### src/rtl/fft_frame_scheduler.sv
// Frame sequencer in front of the pipelined radix-2 FFT: turns a valid/ready sample
// stream into contiguous, gap-separated frames and tracks frames in flight.
module fft_frame_scheduler #(
    parameter int LOG2N        = 6,
    parameter int DW           = 32,
    parameter int GAP          = 4,
    parameter int MAX_INFLIGHT = 4
) (
    input  logic          clk,
    input  logic          rstn,
    input  logic          s_valid,
    output logic          s_ready,
    input  logic [DW-1:0] s_real,
    input  logic [DW-1:0] s_img,
    input  logic          s_last,
    output logic          fft_start,
    output logic          fft_over,
    output logic [DW-1:0] fft_real,
    output logic [DW-1:0] fft_img,
    input  logic          done_start,
    input  logic          done_end,
    output logic          m_sof,
    output logic          m_eof,
    output logic [3:0]    inflight,
    output logic [15:0]   frames_done,
    output logic          busy,
    input  logic          clr_err,
    output logic          err_len,
    output logic          err_underrun,
    output logic          err_spurious
);

    localparam int IW = (LOG2N > 0) ? LOG2N : 1;
    localparam logic [IW-1:0] LAST_IDX = IW'((1 << LOG2N) - 1);
    localparam logic [7:0]    GAP_LAST = 8'(GAP - 1);
    localparam logic [3:0]    MAX_IF   = 4'(MAX_INFLIGHT);

    typedef enum logic [1:0] {S_IDLE, S_LOAD, S_PAD, S_GAP} state_t;

    state_t        state;
    logic [IW-1:0] idx;
    logic [7:0]    gap_cnt;
    logic          armed;

    logic accept;
    logic slot_in;
    logic at_end;
    logic over_evt;
    logic len_evt;
    logic und_evt;
    logic eof_ok;
    logic spur_evt;

    // armed keeps s_ready low until the first clock after reset release
    assign s_ready = armed && ((state == S_LOAD) ||
                               ((state == S_IDLE) && (inflight < MAX_IF)));
    assign accept  = s_valid && s_ready;
    assign busy    = (state != S_IDLE) || (inflight != 4'd0);

    always_comb begin
        slot_in  = (state == S_LOAD) || ((state == S_IDLE) && accept);
        at_end   = 1'b0;
        if (state == S_IDLE) begin
            at_end = (LOG2N == 0);
        end else if ((state == S_LOAD) || (state == S_PAD)) begin
            at_end = (idx == LAST_IDX);
        end
        over_evt = (slot_in || (state == S_PAD)) && at_end;
        // s_last only counts on an accepted sample; missing or early both flag a length error
        len_evt  = slot_in && ((accept && s_last && !at_end) ||
                               (at_end && !(accept && s_last)));
        und_evt  = (state == S_LOAD) && !s_valid;
        eof_ok   = done_end && (inflight != 4'd0);
        spur_evt = done_end && (inflight == 4'd0);
    end

    always_ff @(posedge clk or negedge rstn) begin
        if (!rstn) begin
            state        <= S_IDLE;
            idx          <= '0;
            gap_cnt      <= '0;
            armed        <= 1'b0;
            fft_start    <= 1'b0;
            fft_over     <= 1'b0;
            fft_real     <= '0;
            fft_img      <= '0;
            m_sof        <= 1'b0;
            m_eof        <= 1'b0;
            inflight     <= '0;
            frames_done  <= '0;
            err_len      <= 1'b0;
            err_underrun <= 1'b0;
            err_spurious <= 1'b0;
        end else begin
            armed     <= 1'b1;
            fft_start <= 1'b0;
            fft_over  <= over_evt;
            fft_real  <= accept ? s_real : '0;
            fft_img   <= accept ? s_img  : '0;
            m_sof     <= done_start;
            m_eof     <= done_end;
            inflight  <= inflight + {3'b000, over_evt} - {3'b000, eof_ok};
            if (eof_ok) begin
                frames_done <= frames_done + 16'd1;
            end
            err_len      <= (err_len      && !clr_err) || len_evt;
            err_underrun <= (err_underrun && !clr_err) || und_evt;
            err_spurious <= (err_spurious && !clr_err) || spur_evt;

            case (state)
                S_IDLE: begin
                    gap_cnt <= '0;
                    if (accept) begin
                        fft_start <= 1'b1;
                        idx       <= IW'(1);
                        if (over_evt) begin
                            state <= S_GAP;
                        end else if (s_last) begin
                            state <= S_PAD;
                        end else begin
                            state <= S_LOAD;
                        end
                    end
                end
                S_LOAD: begin
                    gap_cnt <= '0;
                    idx     <= idx + IW'(1);
                    if (over_evt) begin
                        state <= S_GAP;
                    end else if (accept && s_last) begin
                        state <= S_PAD;
                    end
                end
                S_PAD: begin
                    gap_cnt <= '0;
                    idx     <= idx + IW'(1);
                    if (over_evt) begin
                        state <= S_GAP;
                    end
                end
                S_GAP: begin
                    idx <= '0;
                    if (gap_cnt == GAP_LAST) begin
                        state <= S_IDLE;
                    end else begin
                        gap_cnt <= gap_cnt + 8'd1;
                    end
                end
                default: state <= S_IDLE;
            endcase
        end
    end

endmodule

### config.mk
export PLATFORM = sky130hd
export DESIGN_NAME = fft_frame_scheduler
export DESIGN_NICKNAME = d
export VERILOG_FILES = /design/src/rtl/fft_frame_scheduler.sv
export SDC_FILE = /design/constraint.sdc
export NUM_CORES = 1
export LEC_CHECK = 0
export CAP_MARGIN = 0
export CORE_MARGIN = 8
export CORE_UTILIZATION = 43
export CTS_CLUSTER_SIZE = 28
export DETAILED_ROUTE_END_ITERATION = 6
export PLACE_DENSITY = 0.9
export SLEW_MARGIN = 20
export SYNTH_ARGS = -nofsm -noshare
export SYNTH_HDL_FRONTEND = slang
export SYNTH_SLANG_ARGS = --single-unit
### constraint.sdc
create_clock -name clk -period 3 [get_ports clk]
set_clock_uncertainty 0.1 [all_clocks]
set_input_delay 0.45 -clock clk [delete_from_list [all_inputs] [get_ports clk]]
set_output_delay 0.45 -clock clk [all_outputs]
set_load 0.1 [all_outputs]
Word level (Yosys, flattened, before mapping). Index checks and enable logic that the tools add are counted.

Memories kept: 0. Memory bits (writable): 0. Input bits: 71. Output and inout port bits: 93. Register bits: 108. ROM bits: 0. Latch bits: 0.

$mul: 0. Muxes and demuxes: 18. Add/subtract/negate cells: 5. Div/mod/pow operators: 0. Reductions and logical operators: 35. Bitwise logic cells: 0. Shifts and indexed selects: 0. Eq/ne operators: 10. Order comparisons: 1.

Operator list (number): $mux W32 (2); $pmux W6 S3 (1); $add A16 B1 Y16 const B (1); $pmux W8 S2 (1); $logic_and A1 B1 Y1 (15); $mux W2 (7); $logic_or A1 B1 Y1 (9); $add A8 B1 Y8 const B (1); $eq A8 B2 Y1 const B (1); $mux W8 (1); $ne A2 B2 Y1 const B (4); $pmux W2 S4 (1); $add A6 B1 Y6 const B (1); $eq A6 B6 Y1 const B (1); $mux W6 (1); $add A4 B1 Y4 (1); $eq A2 B2 Y1 const B (2); $logic_not A1 Y1 (4); $logic_not A4 Y1 (1); $lt A4 B3 Y1 const B (1); $mux W1 (4); $reduce_and A4 Y1 (1); $reduce_bool A4 Y1 (1); $sub A4 B1 Y4 (1); 6 further kinds (6).

Logic depth before layout (Yosys ltp).
Depth in word-level cells: 12. Mapped depth: 10. Mapped depth without buffers: 10.

Worst setup path before layout. No wires, ideal clock.

Kind: register -> output. From: register inflight[2]. To: output port s_ready. Cell stages (with the launch flop): 5. Buffers on the path: 0. Slack: -0.080 ns. Arrival: 2.530 ns. Required time: 2.450 ns. Cells stage by stage: dfrtp_1 > inv_1 > ha_1 > a21oi_1 > nor2b_1.

Word-level cells in the longest chain between the ends: 4.

RTL lines: start, declared (RTL line 24) `output logic [3:0] inflight,`; start signal, assigned (RTL line 102) `inflight <= inflight + {3'b000, over_evt} - {3'b000, eof_ok};`; $lt A4 B3 Y1 (RTL line 56) `((state == S_IDLE) && (inflight < MAX_IF)));`; $logic_and A1 B1 Y1 (RTL line 56); $logic_or A1 B1 Y1 (RTL line 55) `assign s_ready = armed && ((state == S_LOAD) ||`; $logic_and A1 B1 Y1 (RTL line 55); end, declared (RTL line 12) `output logic s_ready,`.

No other way between the ends.

Final worst setup path.
From: register state[0]. To: register inflight[2].

Word-level cells in the longest chain between the ends: 11.

RTL lines: start, declared (RTL line 40) `state_t state;`; start signal, assigned (RTL line 79) `state <= S_IDLE;`; start signal, assigned (RTL line 117) `state <= S_GAP;`; start signal, assigned (RTL line 119) `state <= S_PAD;`; $logic_not A2 Y1 (RTL line 56, 61, 63); $logic_and A1 B1 Y1 (RTL line 56); $logic_or A1 B1 Y1 (RTL line 55); $logic_and A1 B1 Y1 (RTL line 55); $logic_and A1 B1 Y1 (RTL line 57) `assign accept = s_valid && s_ready;`; $logic_and A1 B1 Y1 (RTL line 61) `slot_in = (state == S_LOAD) || ((state == S_IDLE) && accept);`; $logic_or A1 B1 Y1 (RTL line 61); $logic_or A1 B1 Y1 (RTL line 68) `over_evt = (slot_in || (state == S_PAD)) && at_end;`; $logic_and A1 B1 Y1 (*) (RTL line 68); named net over_evt (RTL line 48) `logic over_evt;`; $add A4 B1 Y4 (*) (RTL line 102); $sub A4 B1 Y4 (*) (RTL line 102).

Mark *: on every way through the listed nets, which the timed path passes. The rest lies on a longest branch. A chain may end at the register's enable or synchronous reset.

==> run_results.csv <==
group,metric,value,unit
floorplanning,coreArea,9639,sq um
drt,totalWireLength,10.15,mm
hold_path,hold_path.class,"in2async",
critical_path,reg2reg_slack,260,ps
critical_path,worst-r2r-cell-count,10,
drt,drc,0,
drt,wl_met2,5.185,mm
floorplanning,die_area,13170,sq um
drt,drt-met1-wl,3.799,mm
synthesis,synthXorXnorAreaFrac,0.05010,
synthesis,synthMuxAreaShare,0.01610,
critical_path,crit_fanout,6,
synthesis,netlist_top_cells_area,"dfrtp_1 (64%), and2_1 (11%), xnor2_1 (4.0%), ha_1 (3.6%), nand3_1 (2.1%)",
synthesis,synth-compound-area-share,0.03698,
cts,cts_buffers,9,
grt,grt_max_degree,109,
critical_path,critPathKind,"reg2reg",
place,dp_hpwl,7.870,mm
synthesis,synth_top_area_cell,"dfrtp_1",
power,total_power,5.242,mW
synthesis,ys_warn_count,0,
sta,setup_viol,0,
drt,top_layer_used,"met4",
synthesis,syn_area_per_cell,12.38,sq um
synthesis,synth_most_common_cell,"dfrtp_1",
drt,vias,3030,
cts,htree_levels,3,
sta,rsz0062_at_grt,"false",
critical_path,cp.arrival,2900,ps
sta,fin_ws,256.6,ps
synthesis,synthCells,339,
critical_path,endpoint_kind,"flop",
sta,clock.fmax,364.5,MHz
place,io_buffers,163,
drt,postRouteAntennaNets,0,
cts,clock_path_buffers,2,
layout,nNetsFinal,590,
synthesis,synth_adder_area_share,0.04056,
status,status,"finished, final reports clean",
floorplanning,rows,36,
synthesis,ys_async_sr_fraction,1.000,
synthesis,synth_edf_count,0,
drt,routed_via_density,4.705,
sta,drv_slew,0,
layout,layoutNonFillerInstCount,644,
layout,diodes,0,
grt,grt_first_pass_wirelength,16.27,mm
drt,wl_met3,985,microns
place,place_inst,628,
critical_path,timing.critical_path.to,"inflight[2]",
critical_path,worstReg2RegEnd,"inflight[2]",
floorplanning,boundaryPins,164,
place,dp_slack,195.4,ps
synthesis,ys_dominant_reg_cell,"dfrtp_1",
layout,syn2layout_area_growth,42.17,%
power,p_leak,2.982,nW
synthesis,synth_top_cell_area_share,0.6442,
cts,hold_buffers,0,
sta,worstMarginPinSlew,566.2,ps
drt,wl_per_cell,15.77,microns
sta,finalCritPeriodShare,0.9145,
grt,grt_pass1_vias,3293,
place,placed_area,5778,sq um
drt,drt_iter0_markers,91,
critical_path,rr_startpoint,"state[0]",
cts,cts_root_buf,"clkbuf_8",
floorplanning,dieWidth,114.8,microns
sta,setup-tns-final,0,ps
cts,clock_latency,360,ps
drt,firstDrtPassIters,6,
critical_path,critical_path.startpoint_type,"flop",
synthesis,synth-simple-area-share,0.1912,
synthesis,ys_types,39,
cts,cts.sink_count,108,
synthesis,synth-seq-cells,108,
synthesis,synth_top_family_by_area,"simple AND/OR/NAND/NOR gates",
layout,fin_util,0.6188,
place,gp_congestion,0.7558,
run,maxCapViolations,0,
grt,grt_overflow,0,
layout,drive_gt1_frac,0.2407,
sta,hold_slack,29.26,ps
grt,grt.total_usage,0.1577,
grt,antenna_found_initial,0,
sta,hold_viol,0,
floorplanning,start_util,0.4352,
critical_path,critPathLaunch,"state[0]",
sta,slew_headroom,0.6225,
layout,design_area,5964,sq um
power,cellPowerDensity,878.9,nW/um^2
floorplanning,die_h,114.8,microns
synthesis,synth_commonest_cells,"dfrtp_1 (108), and2_1 (74), xnor2_1 (19)",
cts,cts_tree,"done",
critical_path,crit_required,3150,ps
synthesis,synth_nets,423,
sta,period_minus_slack,2743,ps
cts,clk_pin_slew,100,ps
power,ir_drop,0.0005353,V
synthesis,yosysSeqAreaShare,0.6442,
synthesis,syn_area,4195,sq um
[cell usage in the layout, fill, tap and decap left out, types with 5 or more instances in the layout]
| cell type | instances |
|---|---|
| clkdlybuf4s50_1 | 69 |
| xnor2_1 | 19 |
| nor2_1 | 11 |
| nand2b_1 | 5 |
| clkbuf_8 | 10 |
| buf_4 | 95 |
| xor2_1 | 5 |
| nand2_1 | 11 |
| inv_1 | 12 |
| o21ai_0 | 9 |
| ha_1 | 12 |
| and2_1 | 74 |
| dfrtp_1 | 107 |
| nand4_1 | 5 |
| nand3_1 | 18 |
[cell families after synthesis]
kind of cell | after synthesis
other | 1
AND/OR/NAND/NOR | 141
buffers and inverters | 22
adder cells (fa/ha/maj) | 13
multiplexers | 6
flip-flops | 108
AO/OA/AOI/OAI | 24
XOR/XNOR | 24
[sequential cells by signal, summed over array words and instances (netlist names)]
signal	count
frames_done	16
gap_cnt	8
idx	6
inflight	4
m_eof	1
armed	1
err_spurious	1
err_underrun	1
fft_real	32
state	2
m_sof	1
fft_img	32
fft_start	1
fft_over	1
err_len	1
[power by group]
| part | internal (mW) | total (mW) | switching, mW |
|---|---|---|---|
| logic | 0.682 | 2.58 | 1.90 |
| registers | 1.68 | 1.84 | 0.162 |
| clock network | 0.333 | 0.825 | 0.492 |
| total | 2.69 | 5.24 | 2.55 |
[worst max-delay path, stage by stage (launching register included)]
cell	delay (ps)
dfrtp_1	420
inv_1	100
ha_1	380
nand3_1	130
or3_1	390
nor2_2	210
xnor2_1	140
ha_1	190
inv_1	60
fa_1	390
xnor2_1	140
[worst min-delay path by stage]
| stage | from | endpoint | slack (ps) | cells after the start |
|---|---|---|---|---|
| floorplan | rstn | armed | 50 | 0 |
| global placement | frames_done[15] | frames_done[15] | 370 | 1 |
| detailed placement | frames_done[12] | frames_done[12] | 390 | 1 |
| CTS | rstn | fft_real[28] | 70 | 2 |
| global route | rstn | fft_img[22] | 90 | 2 |
| finish | rstn | fft_real[28] | 30 | 2 |
[what timing repair did]
item | CTS | global route
endpoints found under the setup margin | 0 | 2
endpoints found under the hold margin | 0 | 0
setup buffers | 0 | 0
gates resized for setup | 0 | 1
[routing by layer]
layer,vias up,track usage
li1,1427,-
met1,1478,0.1722
met2,110,0.2666
met3,15,0.06460
met4,0,0.06655
met5,-,0
[cell type report]
| class | instances | area [sq um] |
|---|---|---|
| Fill cell | 777 | 3675 |
| Inverter | 12 | 45.04 |
| Clock buffer | 10 | 137.6 |
| Tap cell | 133 | 166.4 |
| Clock inverter | 6 | 46.29 |
| Multi-Input combinational cell | 209 | 1421 |
| Timing Repair Buffer | 166 | 1444 |
| Sequential cell | 108 | 2704 |
(Power assumes the default switching activity.)
==> variant 1, RTL diff (same flow settings) <==
Set the parameter `LOG2N` to 7 (it was 6).
--- a/src/rtl/fft_frame_scheduler.sv
+++ b/src/rtl/fft_frame_scheduler.sv
@@ -1,7 +1,7 @@
 // Frame sequencer in front of the pipelined radix-2 FFT: turns a valid/ready sample
 // stream into contiguous, gap-separated frames and tracks frames in flight.
 module fft_frame_scheduler #(
-    parameter int LOG2N        = 6,
+    parameter int LOG2N        = 7,
     parameter int DW           = 32,
     parameter int GAP          = 4,
     parameter int MAX_INFLIGHT = 4
Function: no difference found for any inputs over 10 cycles, from zero or initial values and one cycle with rstn low; that may be too few to reach the edited logic, so the function may still have changed.
==> variant 1 against the original RTL <==
Power rose by 0.75%; critical endpoint is now inflight[3]; worst setup slack improved by 0.048 ns; synthesized area rose by 1.8%; global-route usage rose by 1.0 points; final area rose by 1.5%; critical path depth did not move; worst hold slack improved by 0.35 ns; largest cell class unchanged; first-iteration DRC count rose by 46%; sequential cell count rose by 1; routed wire length rose by 3.7%; largest power group unchanged.
==> variant 1: results <==
run_status:
  status: "finished clean"
clock_tree:
  cts-root-buf: "clkbuf_8"
  worstSkewPairLatency_ns: 0.38
synthesis:
  ys_top_cells_by_area: "dfrtp_1 (64%), and2_1 (9.8%), ha_1 (3.8%)"
  synth_common_cells: "dfrtp_1 (109), and2_1 (67), nand2_1 (20)"
  ys_seq_area_frac: 0.638
  synth_warnings: 0
  avgSynthCellArea_um2: 12.3
  synth.net_count: 432
finish:
  fill_cells: 780
  drive_above_1_share: 0.233
  finalNetCount: 604
  instances_no_fill: 656
global_route:
  first_global_vias: 3434
  track_usage: 0.168
  grt_pass1_wl_mm: 17.2
  grt_max_degree: 53
placement:
  dp_slack_ns: 0.339
  dp_hpwl_mm: 8.36
  place_area_mm2: 0.00587
  post-place-cells: 640
  gp_congestion: 0.857
worst_hold_path:
  hp-class: "flip-flop to flip-flop"
drt:
  dr.first_iter.drc_count: 133
  wirelength_mm: 10.5
  first_pass_iters: 4
  num_vias: 3070
pwr:
  power-per-cell-area_mw_per_mm2: 873
  peakVddDrop_v: 0.000531
  p_leak_nw: 3.06
timing:
  maxSlewHeadroom: 0.647
worst_setup_path:
  cp_max_fo: 10
## variant 1: layout make-up
class | instances | area share
clock buffer | 9 | 0.0205
clock inverter | 6 | 0.00889
inverter | 12 | 0.00744
multi-input combinational | 218 | 0.245
sequential | 109 | 0.451
tap | 133 | 0.0275
timing repair buffer | 169 | 0.241
## variant 1: kinds of logic after synthesis
| kind of cell | share of synthesized area |
|---|---|
| flip-flops | 0.638 |
| adder cells (fa/ha/maj) | 0.0428 |
| buffers and inverters | 0.0176 |
| AND/OR/NAND/NOR | 0.196 |
| multiplexers | 0.00820 |
| XOR/XNOR | 0.0492 |
| AO/OA/AOI/OAI | 0.0468 |
| other | 0.000878 |
## variant 1: report_power, final
part           internal, mW  switching, mW
logic                 0.661           1.93
registers              1.69          0.167
clock network         0.317          0.521
## variant 1: layer usage
layer	wire length (um)	track usage
met1	3580	0.161
met2	5340	0.285
met3	1460	0.110
met4	153	0.0562
met5	0	0
## variant 1: timing repair
item,in CTS,in global routing
hold buffers,1,0
hold endpoints to repair,39,0
buffers inserted,0,0
endpoints found under the setup margin,0,0
## variant 1: worst paths after layout
path,from,endpoint,slack (ns),cells past startpoint
max,state[0],inflight[3],0.30,10
min reg2reg,frames_done[15],frames_done[15],0.38,1
min in group asynchronous,rstn,gap_cnt[3],0.49,2
max reg2reg,state[0],inflight[3],0.30,10
min,frames_done[15],frames_done[15],0.38,1
max in group asynchronous,rstn,fft_img[8],1.56,3
## variant 1: critical path: stages, from the launching register on
cell and delay, ns:
dfrtp_1 0.39, inv_1 0.10, ha_1 0.34, nand4b_1 0.25, nor2_1 0.28, o21a_1 0.24, nand2b_1 0.18, ha_1 0.25
a21o_1 0.17, a21oi_1 0.16, xor2_1 0.15
==> variant 2, RTL diff (same flow settings) <==
Without the edit above. Register the output `err_spurious` once more; this adds one clock of latency there. The other outputs are not delayed to match.
--- a/src/rtl/fft_frame_scheduler.sv
+++ b/src/rtl/fft_frame_scheduler.sv
@@ -36,6 +36,8 @@
     localparam logic [3:0]    MAX_IF   = 4'(MAX_INFLIGHT);
 
     typedef enum logic [1:0] {S_IDLE, S_LOAD, S_PAD, S_GAP} state_t;
+
+    logic err_spurious_s0;
 
     state_t        state;
     logic [IW-1:0] idx;
@@ -90,7 +92,7 @@
             frames_done  <= '0;
             err_len      <= 1'b0;
             err_underrun <= 1'b0;
-            err_spurious <= 1'b0;
+            err_spurious_s0 <= 1'b0;
         end else begin
             armed     <= 1'b1;
             fft_start <= 1'b0;
@@ -105,7 +107,7 @@
             end
             err_len      <= (err_len      && !clr_err) || len_evt;
             err_underrun <= (err_underrun && !clr_err) || und_evt;
-            err_spurious <= (err_spurious && !clr_err) || spur_evt;
+            err_spurious_s0 <= (err_spurious_s0 && !clr_err) || spur_evt;
 
             case (state)
                 S_IDLE: begin
@@ -151,5 +153,9 @@
         end
     end
 
+    always_ff @(posedge clk) begin
+        err_spurious <= err_spurious_s0;
+    end
+
 endmodule
 
Function: changed (a bounded check fails within 4 cycles, from zero or initial values and one cycle with rstn low).
==> variant 2 against the original RTL <==
Highest routed layer unchanged; routed wire length rose by 0.17%; power rose by 2.0%; final area rose by 0.76%; synthesized area rose by 0.48%; critical path type unchanged; worst setup slack got worse by 0.060 ns; sequential cell count rose by 1.
==> variant 2: results <==
synthesis:
  avgSynthCellArea_um2: 12.4
  ys_seq_area_frac: 0.646
  synth_warnings: 0
  postSynth.asyncResetShare: 0.991
  synth.area.mux_share: 0.0160
  postSynthCellCount: 340
  yosys.area_share.adder: 0.0404
  synth_cell_types: 40
  ys_top_cells_by_area: "dfrtp_1 (64%), and2_1 (11%), xnor2_1 (3.9%)"
  synth_compound_area_frac: 0.0368
  synth_xor_area_frac: 0.0499
  synth.net_count: 424
worst_setup_path:
  cp_max_fo: 6
  r2r_start: "state[0]"
  ff2ff_setup_slack_ns: 0.20
  cp.arrival_ns: 2.96
global_route:
  grt_pass1_wl_mm: 16.8
  grt_max_degree: 59
  gr-usage-met2: 0.279
  grtUsageMet1: 0.171
  grtUsageMet3: 0.0709
  track_usage: 0.160
  first_global_vias: 3364
clock_tree:
  cts.sinks: 109
pwr:
  pwr-share-clk: 0.172
  p_sw_mw: 2.54
  peakVddDrop_v: 0.000567
  p_total_mw: 5.35
  p_leak_nw: 3.00
finish:
  buffer_area_frac: 0.241
  clkCellAreaFrac: 0.0348
  finalNetCount: 593
  drive_above_1_share: 0.239
  nClkBuffers: 12
  fin_util: 0.623
  multi_input_area_share: 0.236
  instances_no_fill: 647
  buffers: 168
  regArea_mm2: 0.00272
  fill_cells: 769
placement:
  dp_hpwl_mm: 7.94
  gp_congestion: 0.776
  place.port_buffers: 163
  place_area_mm2: 0.00580
  dp_slack_ns: 0.211
  post-place-cells: 631
drt:
  first_pass_iters: 4
  drt-wirelength-per-cell_um: 15.7
  dr.first_iter.drc_count: 143
  routed_via_density: 4.69
timing:
  timing.hold.ws_ns: 0.0431
  maxSlewHeadroom: 0.518
run_status:
  status: "finished clean"
## variant 2: cell types whose count changed after synthesis, sizes merged
cell / before / now
dfxtp: 0 / 1
## variant 2: worst max-delay path by stage
stage	from	to	slack, ns	depth (start not counted)
2_1_floorplan	inflight[3]	inflight[3]	0.03	10
3_3_place_gp	state[0]	inflight[1]	0.38	10
3_5_place_dp	state[0]	inflight[2]	0.21	10
4_1_cts	state[0]	inflight[2]	0.17	10
5_1_grt	state[0]	inflight[2]	0.03	10
6_report	state[0]	inflight[2]	0.20	10
## variant 2: worst reg2reg max path: cells and delay by family, from the launching register on
| kind | cells | cell delay, ns |
|---|---|---|
| XOR/XNOR | 2 | 0.31 |
| flip-flops | 1 | 0.41 |
| AND/OR/NAND/NOR | 3 | 0.79 |
| buffers and inverters | 2 | 0.16 |
| adder cells (fa/ha/maj) | 3 | 0.95 |
## variant 2: layer usage
metal,vias to the layer above,share of wire
met1,1473,0.37
met4,0,0.012
met5,-,0
met3,10,0.096
li1,1439,-
met2,112,0.52
